==> config.mk <==
export PLATFORM = sky130hd
export DESIGN_NAME = ntt_ctrl
export DESIGN_NICKNAME = d
export VERILOG_FILES = /design/src/rtl/ntt_pkg.sv /design/src/rtl/ntt_addr_gen.sv /design/src/rtl/ntt_ctrl.sv
export SDC_FILE = /design/constraint.sdc
export NUM_CORES = 1
export LEC_CHECK = 0
export ABC_AREA = 1
export CELL_PAD_IN_SITES_DETAIL_PLACEMENT = 0
export CELL_PAD_IN_SITES_GLOBAL_PLACEMENT = 1
export CORE_ASPECT_RATIO = 0.5
export CORE_UTILIZATION = 26
export CTS_CLUSTER_SIZE = 24
export DETAILED_ROUTE_END_ITERATION = 10
export PLACE_DENSITY_LB_ADDON = 0.25
export SYNTH_ARGS = -nofsm -noshare
export SYNTH_HDL_FRONTEND = slang
export SYNTH_HIERARCHICAL = 1
export SYNTH_SLANG_ARGS = --single-unit
export TNS_END_PERCENT = 10
==> constraint.sdc <==
create_clock -name clk -period 5.7 [get_ports clk]
set_input_delay 0.855 -clock clk [delete_from_list [all_inputs] [get_ports clk]]
set_output_delay 0.855 -clock clk [all_outputs]
set_load 0.01 [all_outputs]
==> src/rtl/ntt_pkg.sv <==
// Shared constants, butterfly select codes and sequencer states for the
// Kyber NTT/INTT controller.
package ntt_pkg;
  localparam int N            = 256;
  localparam int LAYERS       = 7;
  localparam int BF_PER_LAYER = 64;

  localparam logic [1:0] SEL_NTT  = 2'd0;
  localparam logic [1:0] SEL_INTT = 2'd1;
  localparam logic [1:0] SEL_BYP  = 2'd2;

  typedef enum logic [2:0] {
    S_IDLE  = 3'd0,
    S_ISSUE = 3'd1,
    S_DRAIN = 3'd2,
    S_FLUSH = 3'd3,
    S_DONE  = 3'd4
  } state_e;
endpackage

==> src/rtl/ntt_addr_gen.sv <==
// Combinational butterfly address / zeta index generator for one
// (mode, layer, idx) point of the transform schedule.
module ntt_addr_gen
  import ntt_pkg::*;
#(
  parameter int AW = 8,
  parameter int ZW = 7
) (
  input  logic          mode,
  input  logic [2:0]    layer,
  input  logic [5:0]    idx,
  output logic [AW-1:0] addr_a,
  output logic [AW-1:0] addr_b,
  output logic [ZW-1:0] zeta_addr
);
  localparam logic [ZW-1:0] ZMAX = '1;

  logic [2:0]    lg;
  logic [AW-1:0] len;
  logic [AW-1:0] grp_a;
  logic [AW-1:0] off;
  logic [ZW-1:0] grp_z;

  always_comb begin
    // log2 of the butterfly span: shrinks per layer for NTT, grows for INTT
    lg        = mode ? (layer + 3'd1) : (3'd7 - layer);
    len       = AW'(1) << lg;
    grp_a     = AW'(idx) >> lg;
    off       = AW'(idx) & (len - AW'(1));
    addr_a    = (grp_a << ({1'b0, lg} + 4'd1)) | off;
    addr_b    = addr_a + len;
    grp_z     = ZW'(idx) >> lg;
    zeta_addr = mode ? ((ZMAX >> layer) - grp_z) : ((ZW'(1) << layer) + grp_z);
  end
endmodule

==> src/rtl/ntt_ctrl.sv <==
// NTT/INTT sequencer: issues one butterfly per cycle over 7 layers and
// delays the operand addresses by the read+butterfly latency for write-back.
module ntt_ctrl
  import ntt_pkg::*;
#(
  parameter int AW     = 8,
  parameter int ZW     = 7,
  parameter int RD_LAT = 1,
  parameter int BF_LAT = 4
) (
  input  logic          clk,
  input  logic          rst,
  input  logic          start,
  input  logic          mode,
  output logic          busy,
  output logic          done,
  output logic          rd_en,
  output logic [AW-1:0] rd_addr_a,
  output logic [AW-1:0] rd_addr_b,
  output logic [ZW-1:0] zeta_addr,
  output logic [1:0]    bf_sel,
  output logic          wr_en,
  output logic [AW-1:0] wr_addr_a,
  output logic [AW-1:0] wr_addr_b
);
  localparam int PIPE = RD_LAT + BF_LAT;
  localparam int CW   = $clog2(PIPE + 1);

  localparam logic [2:0] IDLE  = S_IDLE;
  localparam logic [2:0] ISSUE = S_ISSUE;
  localparam logic [2:0] DRAIN = S_DRAIN;
  localparam logic [2:0] FLUSH = S_FLUSH;
  localparam logic [2:0] DONE  = S_DONE;

  logic [2:0]    state;
  logic          mode_q;
  logic [2:0]    layer;
  logic [5:0]    idx;
  logic [CW-1:0] cnt;

  logic [AW-1:0] gen_a, gen_b;
  logic [ZW-1:0] gen_z;

  ntt_addr_gen #(.AW(AW), .ZW(ZW)) u_addr_gen (
    .mode      (mode_q),
    .layer     (layer),
    .idx       (idx),
    .addr_a    (gen_a),
    .addr_b    (gen_b),
    .zeta_addr (gen_z)
  );

  assign rd_en     = (state == ISSUE);
  assign busy      = (state != IDLE);
  assign done      = (state == DONE);
  assign rd_addr_a = rd_en ? gen_a : '0;
  assign rd_addr_b = rd_en ? gen_b : '0;
  assign zeta_addr = rd_en ? gen_z : '0;
  assign bf_sel    = busy ? (mode_q ? SEL_INTT : SEL_NTT) : SEL_BYP;

  always_ff @(posedge clk) begin
    if (rst) begin
      state  <= IDLE;
      mode_q <= 1'b0;
      layer  <= '0;
      idx    <= '0;
      cnt    <= '0;
    end else begin
      case (state)
        IDLE: if (start) begin
          state  <= ISSUE;
          mode_q <= mode;
          layer  <= '0;
          idx    <= '0;
        end
        ISSUE: begin
          idx <= idx + 6'd1;
          cnt <= '0;
          if (idx == 6'(BF_PER_LAYER - 1))
            state <= (layer == 3'(LAYERS - 1)) ? FLUSH : DRAIN;
        end
        // Hold off the next layer until every write of this one has landed
        DRAIN: if (cnt == CW'(PIPE - 1)) begin
          cnt   <= '0;
          layer <= layer + 3'd1;
          idx   <= '0;
          state <= ISSUE;
        end else cnt <= cnt + CW'(1);
        FLUSH: if (cnt == CW'(PIPE - 1)) begin
          cnt   <= '0;
          state <= DONE;
        end else cnt <= cnt + CW'(1);
        DONE:    state <= IDLE;
        default: state <= IDLE;
      endcase
    end
  end

  logic [PIPE:1]          vld_pipe;
  logic [PIPE:1][AW-1:0]  a_pipe, b_pipe;

  always_ff @(posedge clk) begin
    if (rst) begin
      vld_pipe <= '0;
      a_pipe   <= '0;
      b_pipe   <= '0;
    end else begin
      vld_pipe[1] <= rd_en;
      a_pipe[1]   <= rd_addr_a;
      b_pipe[1]   <= rd_addr_b;
      for (int k = 2; k <= PIPE; k++) begin
        vld_pipe[k] <= vld_pipe[k-1];
        a_pipe[k]   <= a_pipe[k-1];
        b_pipe[k]   <= b_pipe[k-1];
      end
    end
  end

  assign wr_en     = vld_pipe[PIPE];
  assign wr_addr_a = a_pipe[PIPE];
  assign wr_addr_b = b_pipe[PIPE];
endmodule

==> impl.org, run 1 <==
** Flow run
- Max-cap check violation count :: 0

** Yosys
- In the post-synthesis netlist, the biggest area contributors are sky130_fd_sc_hd__dfxtp_1, sky130_fd_sc_hd__inv_1, sky130_fd_sc_hd__nor2_1, sky130_fd_sc_hd__nand2_1, sky130_fd_sc_hd__ha_1.
- In this run, distinct cell masters in the synthesized netlist total 38.
- Flop and latch count out of synthesis :: 101
- For this run, the leading register cell type out of synthesis is sky130_fd_sc_hd__dfxtp_1.
- Share of the yosys chip area belonging to registers :: 38.19%
- Synthesis produced a netlist with a net count of 786.
- During synthesis, Yosys emitted a total of 6 warnings.
- Number of enable-type register cells in the synthesized netlist :: 0
- Portion of synthesized cell area occupied by the leading cell type :: 38.19%
- A synthesized cell averages 7.115 sq um.
- Synthesis handed over a netlist of 744 instances.
- The synthesized design spends more area on one cell type than any other, namely sky130_fd_sc_hd__dfxtp_1.
- Post-synthesis async set-or-reset flop share :: 0%
- Summing every instance area after synthesis gives 0.005294 sq mm.

** Timing
- Adding up every negative setup slack in the final design gives 0 ns.
- Share of the clock period used by the worst path after layout :: 92.02%
- Subtracting the final worst setup slack from the clock period gives 5.245 ns.
- Post-route setup slack :: 0.4551 ns
- The number of max-slew violations in the final report came to 0.
- Setup repair after global routing left no endpoint under its margin.
- Measured against its own limit, the worst slew margin works out to 47.76%.
- Clock skew on the completed layout was measured at 0.01950 ns.
- The final-report hold violation count was 0.
- Total of endpoints with negative setup slack in the final report :: 0
- At the pin with the least slew margin, the transition time is 0.7836 ns.
- Achievable frequency :: 190.7 MHz

** Clocking
- Clk sink count :: 101
- CTS tree :: yes
- The clock passes through at most 2 buffers.
- In this run, CTS created clock tree buffers numbering 9.
- Later-pin clock latency in the skew report :: 0.35 ns
- H-tree depth :: 3
- Clock Root Buffer :: sky130_fd_sc_hd__clkbuf_16
- Worst-path clk slew :: 0.09 ns
- Hold-fix buffers, CTS :: 0

** Global routing
- Entering global routing, the biggest net connects 77 pins.
- The number of global-route vias before repair came to 3,914.
- Summed over all layers, the global routing overflow is 0.
- met2 is the most crowded layer.
- GRT met2 Usage :: 19.39%
- Global routing consumed, over all layers together, 11.65% of the routing resources.
- Global routing usage on met1 :: 15.66%
- First-pass GRT wire length :: 19,420 um
- Met3 routing resource usage after global routing :: 1.865%
- The initial antenna violation count was 0.

** Floorplan
- Measured along the x axis, the die boundary spans 203.8 um.
- The die covers 0.02097 sq mm.
- The initial utilization of the core area, before any placement, comes to 26.89%.
- Floorplan row count :: 36
- The die is 102.9 um tall.
- CORE AREA :: 0.01968 sq mm
- Number of ports placed on the die boundary :: 49

** Detailed routing
- Remaining routing DRC violations :: 0
- The first detailed-routing pass took 4 iterations.
- Number of DRC violations after detailed-routing iteration 0 :: 141
- Number of vias per cell :: 4.025
- Vias :: 4,202
- Detail-routed net length per standard cell :: 10.93 um
- Wirelength, routed :: 11,410 um
- The count of nets left with antenna violations once routing finished came out at 0.

** Placement
- Detailed placement HPWL :: 8642 um
- During placement, the flow inserted port buffers numbering 48.
- Worst slack at placement :: 0.3873 ns
- The congestion estimate from routability-driven global placement came to 0.7978.
- Placement Cell Area :: 0.005884 sq mm

** Pwr
- Internal power summed over all cells :: 1.363 mW
- The analysis attributes to net switching a power of 846.0 uW.
- Switching Share :: 38.29%
- The clock network is responsible for 28.0% of the overall power.
- For this design the ratio of total power to cell area is 354.1 mW/mm^2.
- Leakage power :: 2.733 nW
- In this run, flip-flops and latches consume 36.1% of the power.
- Part of the total power dissipated in combinational logic :: 35.9%
- PnR Total Power :: 2.209 mW
- Across the VDD grid, the largest voltage drop is 0.1435 mV.

** Critical path
- Startpoint type of the worst setup path :: flip-flop
- The critical path starts at layer[0]$_SDFFE_PP0P_.
- Data arrives at the worst endpoint at 4.39 ns.
- Endpoint kind of the worst setup timing path :: output port
- Worst Path Max Fanout :: 12
- Launch point of the worst reg-to-reg path :: layer[0]$_SDFFE_PP0P_
- Setup Crit Path Kind :: reg2out
- Worst endpoint required time :: 4.85 ns

** Min path
- The min-delay analysis places its worst path in the category reg2reg.
- Worst Min Path Start :: a_pipe[10]$_SDFF_PP0_

** Layout
- Leading cell type in the layout, fill and taps excluded :: sky130_fd_sc_hd__inv_1
- Final instance area :: 0.006238 sq mm
- In the final layout, the multi-input gates occupy 0.002475 sq mm.
- After the last flow step, the layout net total stands at 814.
- Most used cells in the layout excluding fill and tap cells :: sky130_fd_sc_hd__inv_1, sky130_fd_sc_hd__nor2_1, sky130_fd_sc_hd__nand2_1
- Sequential cell area in the final layout :: 0.002027 sq mm
- Measured on the finished design, the core utilization comes to 31.69%.
- From synthesis to final layout, the design area changed by 17.84%.
- The post-route netlist has 9.395% of its cells at a drive strength greater than 1.
- Filler instances :: 2,129

** Status
- Outcome :: finished, final reports clean
[final timing paths]
path / endpoint / slack [ns] / cells past startpoint
max: rd_addr_b[7] / 0.46 / 24
max reg2reg: b_pipe[7]$_SDFF_PP0_ / 2.09 / 23
min: a_pipe[18]$_SDFF_PP0_ / 0.39 / 2
min reg2reg: a_pipe[18]$_SDFF_PP0_ / 0.39 / 2
[cell families after synthesis]
kind of cell    count (synthesis)  share of synthesized area, %
flops                         101                         38.19
compound gates                 60                         6.571
simple gates                  350                         29.17
buf+inv                       187                         15.34
fa+ha+maj                      38                         9.407
xor+xnor                        8                         1.324
[metrics by stage]
stage                     std cells  hold slack [ns]
after detailed placement       1025           0.3926
after global placement         1025           0.3901
after global routing           1043           0.3943
after floorplan                 744           0.3883
final                          1044           0.3852
after CTS                      1041           0.3880
[flip-flops by register name (all words and copies together), names as in the netlist, 5 cells and up]
signal,count
b_pipe,32
vld_pipe,5
wr_addr_b,8
a_pipe,32
idx,6
wr_addr_a,8
[final cells by class]
class | count | area share, %
antenna | 1 | 0.04011
timing repair buffer | 53 | 8.223
tap | 266 | 5.335
multi-input combinational | 456 | 39.67
sequential | 101 | 32.49
clock inverter | 7 | 1.424
clock buffer | 9 | 3.610
inverter | 151 | 9.206
[metal layers]
metal	wire [um]	up-vias	share of wire, %
met3	312	9	2.7
li1	-	2294	-
met5	0	-	0
met2	5039	48	44
met1	5958	1851	52
met4	98	0	0.86
[synthesized netlist by cell type, types with 2 or more instances]
cell,number
sky130_fd_sc_hd__a21oi_1,25
sky130_fd_sc_hd__buf_1,6
sky130_fd_sc_hd__buf_2,3
sky130_fd_sc_hd__buf_4,19
sky130_fd_sc_hd__buf_6,4
sky130_fd_sc_hd__clkbuf_1,4
sky130_fd_sc_hd__dfxtp_1,101
sky130_fd_sc_hd__fa_1,3
sky130_fd_sc_hd__ha_1,35
sky130_fd_sc_hd__inv_1,141
sky130_fd_sc_hd__inv_2,8
sky130_fd_sc_hd__inv_4,2
sky130_fd_sc_hd__nand2_1,135
sky130_fd_sc_hd__nand2_2,6
sky130_fd_sc_hd__nand2_4,4
sky130_fd_sc_hd__nand3_1,36
sky130_fd_sc_hd__nand3_2,10
sky130_fd_sc_hd__nand4_1,6
sky130_fd_sc_hd__nor2_1,138
sky130_fd_sc_hd__nor2_2,6
sky130_fd_sc_hd__nor2_4,2
sky130_fd_sc_hd__o211ai_1,2
sky130_fd_sc_hd__o21ai_0,16
sky130_fd_sc_hd__o21ai_1,7
sky130_fd_sc_hd__o21ai_4,2
sky130_fd_sc_hd__o22ai_1,3
sky130_fd_sc_hd__or2_2,3
sky130_fd_sc_hd__xnor2_1,2
sky130_fd_sc_hd__xor2_1,6
[power by group through the flow]
stage	Combinational [mW]	Sequential, mW	Clock (mW)
after global placement	0.788	0.815	0
after CTS	0.790	0.799	0.644
after detailed placement	0.785	0.816	0
after global routing	0.908	0.805	0.677
after floorplan	0.560	0.795	0
final	0.794	0.797	0.619
[worst max-delay path, cell delays in order, from the launching register on]
cell and delay, ns:
sky130_fd_sc_hd__dfxtp_2 0.44, sky130_fd_sc_hd__ha_1 0.24, sky130_fd_sc_hd__inv_1 0.06, sky130_fd_sc_hd__ha_1 0.28
sky130_fd_sc_hd__nand2_2 0.07, sky130_fd_sc_hd__o21ai_4 0.17, sky130_fd_sc_hd__inv_4 0.16, sky130_fd_sc_hd__ha_4 0.31
sky130_fd_sc_hd__inv_1 0.10, sky130_fd_sc_hd__nor2_1 0.21, sky130_fd_sc_hd__nand3_1 0.15, sky130_fd_sc_hd__nand2_1 0.12
sky130_fd_sc_hd__ha_1 0.28, sky130_fd_sc_hd__a21oi_1 0.16, sky130_fd_sc_hd__nand2_1 0.12, sky130_fd_sc_hd__nand4_1 0.12
sky130_fd_sc_hd__nand2_1 0.07, sky130_fd_sc_hd__nand2_1 0.05, sky130_fd_sc_hd__nand2_1 0.06, sky130_fd_sc_hd__inv_1 0.05
sky130_fd_sc_hd__nand3_1 0.07, sky130_fd_sc_hd__nand2_1 0.06, sky130_fd_sc_hd__inv_1 0.05, sky130_fd_sc_hd__nor2_1 0.09
sky130_fd_sc_hd__clkdlybuf4s50_1 0.55
[what timing repair did]
| action | 4_1_cts | 5_1_grt |
|---|---|---|
| buffers inserted | 0 | 2 |
| resized for setup | 1 | 6 |
| endpoints found under the hold margin | 0 | 0 |
| setup endpoints to repair | 1 | 3 |
No activity file was read; power rests on OpenSTA's default activity.
==> run 2, diff against run 1 <==
CTS_BUF_LIST = sky130_fd_sc_hd__clkbuf_8   (was default)
PLACE_DENSITY_LB_ADDON = 0.2   (was 0.25)
SLEW_MARGIN = 20   (was default)
==> run 2 against run 1 <==
Design area shrank 2.0%. Setup slack lost 0.10 ns. Flip-flop and latch count did not move. Power decreased by 7.1%. Hold slack gained 0.018 ns. First-iteration DRC count rose by 12%. Register-to-register slack barely moved. Global-route usage about the same. Utilization shrank 0.65 points. Clock skew down 0.0067 ns.
==> impl.org, run 2 (synthesis gave the netlist of run 1 again) <==
** Floorplan
- CORE AREA :: 0.01968 sq mm (unchanged)
- Die width :: 203.8 um (unchanged)
- The die outline area was 0.02097 sq mm (unchanged).
- The y dimension of the die is 102.9 um (unchanged).
- Initial core utilization :: 26.89% (unchanged)
- Number of ports placed on the die boundary :: 49 (unchanged)
- The number of core rows is 36 (unchanged).

** Pwr
- The clock network fraction of design power came to 22.3% (-5.7 points).
- The maximum vdd drop came to 0.1120 mV (-22%).
- The share of total power consumed by net switching came to 40.70% (+2.4 points).
- Psw :: 835.7 uW (-1.2%)
- PnR Total Power :: 2.053 mW (-7.1%)
- The cell internal power dissipation is 1.218 mW (-11%).
- The part of the total power dissipated in sequential elements was 38.8% (+2.7 points).
- The power per unit of standard cell area came to 336.0 mW/mm^2 (-5.1%).
- The combinational fraction of design power was 38.8% (+2.9 points).
- Leakage power :: 2.682 nW (-1.9%)

** Layout
- The final cell utilization of the core was 31.05% (-0.65 points).
- Largest registers :: a_pipe: 32 flops, b_pipe: 32 flops
- Leading cell type in the layout, fill and taps excluded :: sky130_fd_sc_hd__inv_1
- Share of layout cells above drive strength 1 :: 9.021% (-0.37 points)
- Most used cells in the layout excluding fill and tap cells :: sky130_fd_sc_hd__inv_1, sky130_fd_sc_hd__nor2_1, sky130_fd_sc_hd__nand2_1
- The area growth from synthesis to layout is 15.43%.
- The total area of sequential cells was 0.002023 sq mm (-0.19%).
- The net count reported at finish came to 813 (-0.12%).
- Number of diodes :: 0 (-1)
- Area taken by multi-input logic gates :: 0.002462 sq mm (-0.51%)
- Filler instances :: 2,158 (+1.4%)

** Clocking
- Worst-path clk slew :: 0.10 ns (about the same)
- The buffer levels on the longest clock path came to 2 (unchanged).
- The clock latency on the worst-skew pair came to 0.37 ns (+0.02 ns).
- The number of instances resized during post-cts repair was 0 (-1).
- Total setup buffers inserted after CTS :: 0 (unchanged)
- The hold buffer count at CTS came to 0 (unchanged).
- The total number of clock tree sinks is 101 (unchanged).
- The clock buffer count from CTS was 9 (unchanged).
- Clock Root Buffer :: sky130_fd_sc_hd__clkbuf_8
- CTS tree :: yes
- H-tree depth :: 3 (unchanged)

** Global routing
- Aggregate global routing overflow :: 0 (unchanged)
- The overall track demand over capacity in global routing was 11.63% (-0.015 points).
- The initial antenna violation count was 0 (unchanged).
- Number of global-route vias before repair :: 3,847 (-1.7%)
- The maximum number of pins on one net before global-route repair is 77 (unchanged).
- The first-pass GRT wire length is 19,220 um (-1.0%).

** Timing
- Hold_ws :: 0.4027 ns (+0.01750 ns)
- Setup repair after global routing missed its margin :: false
- Achievable frequency :: 186.9 MHz (-2.0%)
- The final-report hold violation count was 0 (unchanged).
- The number of max-slew violations in the final report was 0 (unchanged).
- Clock Skews :: 0.01279 ns (-0.006711 ns)
- The slew at the pin closest to its max-slew limit is 0.7954 ns (+0.01175 ns).
- The total setup violations reported at the end of the flow came to 0 (unchanged).
- The final-layout setup total negative slack was 0 ns (unchanged).
- Final critical delay including setup and external delays :: 5.350 ns (+0.1050 ns)
- The final setup slack of the worst path is 0.3501 ns (-0.1050 ns).
- The worst max-slew margin expressed relative to the limit is 46.97% (-0.78 points).
- The share of the clock period used by the worst path after layout is 93.86% (+1.8 points).

** Min path
- The number of cells on the worst hold path was 2 (unchanged).
- Class of the tightest hold or removal check :: reg2reg
- Worst Min Path Start :: b_pipe[20]$_SDFF_PP0_
- The path with the worst hold slack has its endpoint at b_pipe[28]$_SDFF_PP0_.

** Detailed routing
- The number of nets with antenna violations after routing was 0 (unchanged).
- The violation count after the first detailed-routing iteration is 158 (+12%).
- The total iterations of the first detailed-routing run is 5 (+1).
- The via count came to 4,127 (-1.8%).
- The wire length per cell was 11.16 um (+2.2%).
- The final routed wirelength across all metal layers is 11,630 um (+2.0%).
- Number of vias per cell :: 3.961 (-1.6%)
- The DRC violations left was 0 (unchanged).

** Critical path
- Launch point of the worst reg-to-reg path :: layer[1]$_SDFFE_PP0P_
- STA classifies the critical path endpoint as an output port.
- The critical path data arrival time is 4.49 ns (+0.10 ns).
- Capture point of the worst reg-to-reg path :: b_pipe[7]$_SDFF_PP0_
- Worst endpoint required time :: 4.85 ns (about the same)
- The largest fanout of any net on the critical path is 12 (unchanged).
- Worst reg-to-reg setup slack :: 2.08 ns (about the same)
- The worst reg-to-reg path cell count was 23 (unchanged).
- Setup Crit Path Kind :: reg2out
- The worst setup path is launched from a flip-flop.

** Placement
- The number of input and output port buffers inserted is 48 (unchanged).
- Worst slack at placement :: 0.5421 ns (+0.1548 ns)
- Detailed placement HPWL :: 8813 um (+2.0%)
- The routability congestion estimate from global placement came to 0.7972 (about the same).

** Status
- The flow ran to the end, and the final reports show no timing, DRC or antenna violations.

** Flow run
- Max-cap check violation count :: 0 (unchanged)
-- run 2: routing by layer --
layer	vias to the layer above	GRT usage, %	part of all wire [%]
met3	10	1.960	2.4
met1	1808	15.16	51
li1	2273	-	-
met5	-	0	0
met2	36	19.83	46
met4	0	3.586	1.1
-- run 2: power by group through the flow --
stage,Combinational (mW),Clock (mW),Sequential (mW)
3_5_place_dp,0.802,0,0.816
3_3_place_gp,0.808,0,0.815
6_report,0.798,0.458,0.797
2_1_floorplan,0.560,0,0.795
5_1_grt,0.899,0.515,0.806
4_1_cts,0.808,0.482,0.799
-- run 2: metrics by stage --
stage	cell area, sq um	instances
floorplan	5294	744
global placement	5892	1026
detailed placement	5892	1026
CTS	6107	1042
global route	6111	1042
finish	6111	1042
-- run 2: worst max path at each step --
stage | slack [ns] | endpoint | startpoint | depth (start not counted)
2_1_floorplan | 1.31 | rd_addr_b[7] | layer[2]$_SDFFE_PP0P_ | 24
3_3_place_gp | 0.67 | rd_addr_b[7] | layer[1]$_SDFFE_PP0P_ | 25
3_5_place_dp | 0.54 | rd_addr_b[7] | layer[1]$_SDFFE_PP0P_ | 24
4_1_cts | 0.11 | rd_addr_b[7] | layer[1]$_SDFFE_PP0P_ | 24
5_1_grt | 0.009 | rd_addr_b[7] | layer[1]$_SDFFE_PP0P_ | 25
6_report | 0.35 | rd_addr_b[7] | layer[1]$_SDFFE_PP0P_ | 25
-- run 2: area by class of cell --
type	count	area share, %
Multi-Input combinational cell	456	40.29
Inverter	151	9.357
Tap cell	266	5.446
Sequential cell	101	33.11
Clock inverter	7	1.495
Timing Repair Buffer	52	8.272
Clock buffer	9	2.027
-- run 2: critical path, stage by stage, from the launching register on --
cell                              delay, ns
sky130_fd_sc_hd__dfxtp_2               0.49
sky130_fd_sc_hd__ha_1                  0.27
sky130_fd_sc_hd__inv_1                 0.06
sky130_fd_sc_hd__ha_1                  0.28
sky130_fd_sc_hd__nand2_2               0.07
sky130_fd_sc_hd__o21ai_4               0.19
sky130_fd_sc_hd__inv_2                 0.07
sky130_fd_sc_hd__buf_4                 0.20
sky130_fd_sc_hd__nand3_2               0.14
sky130_fd_sc_hd__nand2_1               0.06
sky130_fd_sc_hd__o21ai_0               0.14
sky130_fd_sc_hd__nor2_1                0.08
sky130_fd_sc_hd__o21ai_1               0.20
sky130_fd_sc_hd__nand2_1               0.12
sky130_fd_sc_hd__ha_1                  0.39
sky130_fd_sc_hd__a21oi_1               0.17
sky130_fd_sc_hd__o21a_1                0.16
sky130_fd_sc_hd__nand2_1               0.06
sky130_fd_sc_hd__nand2_1               0.05
sky130_fd_sc_hd__nand2_1               0.06
sky130_fd_sc_hd__inv_1                 0.05
sky130_fd_sc_hd__nand3_1               0.07
sky130_fd_sc_hd__nand2_1               0.06
sky130_fd_sc_hd__inv_1                 0.04
sky130_fd_sc_hd__nor2_1                0.10
sky130_fd_sc_hd__clkdlybuf4s50_1       0.55
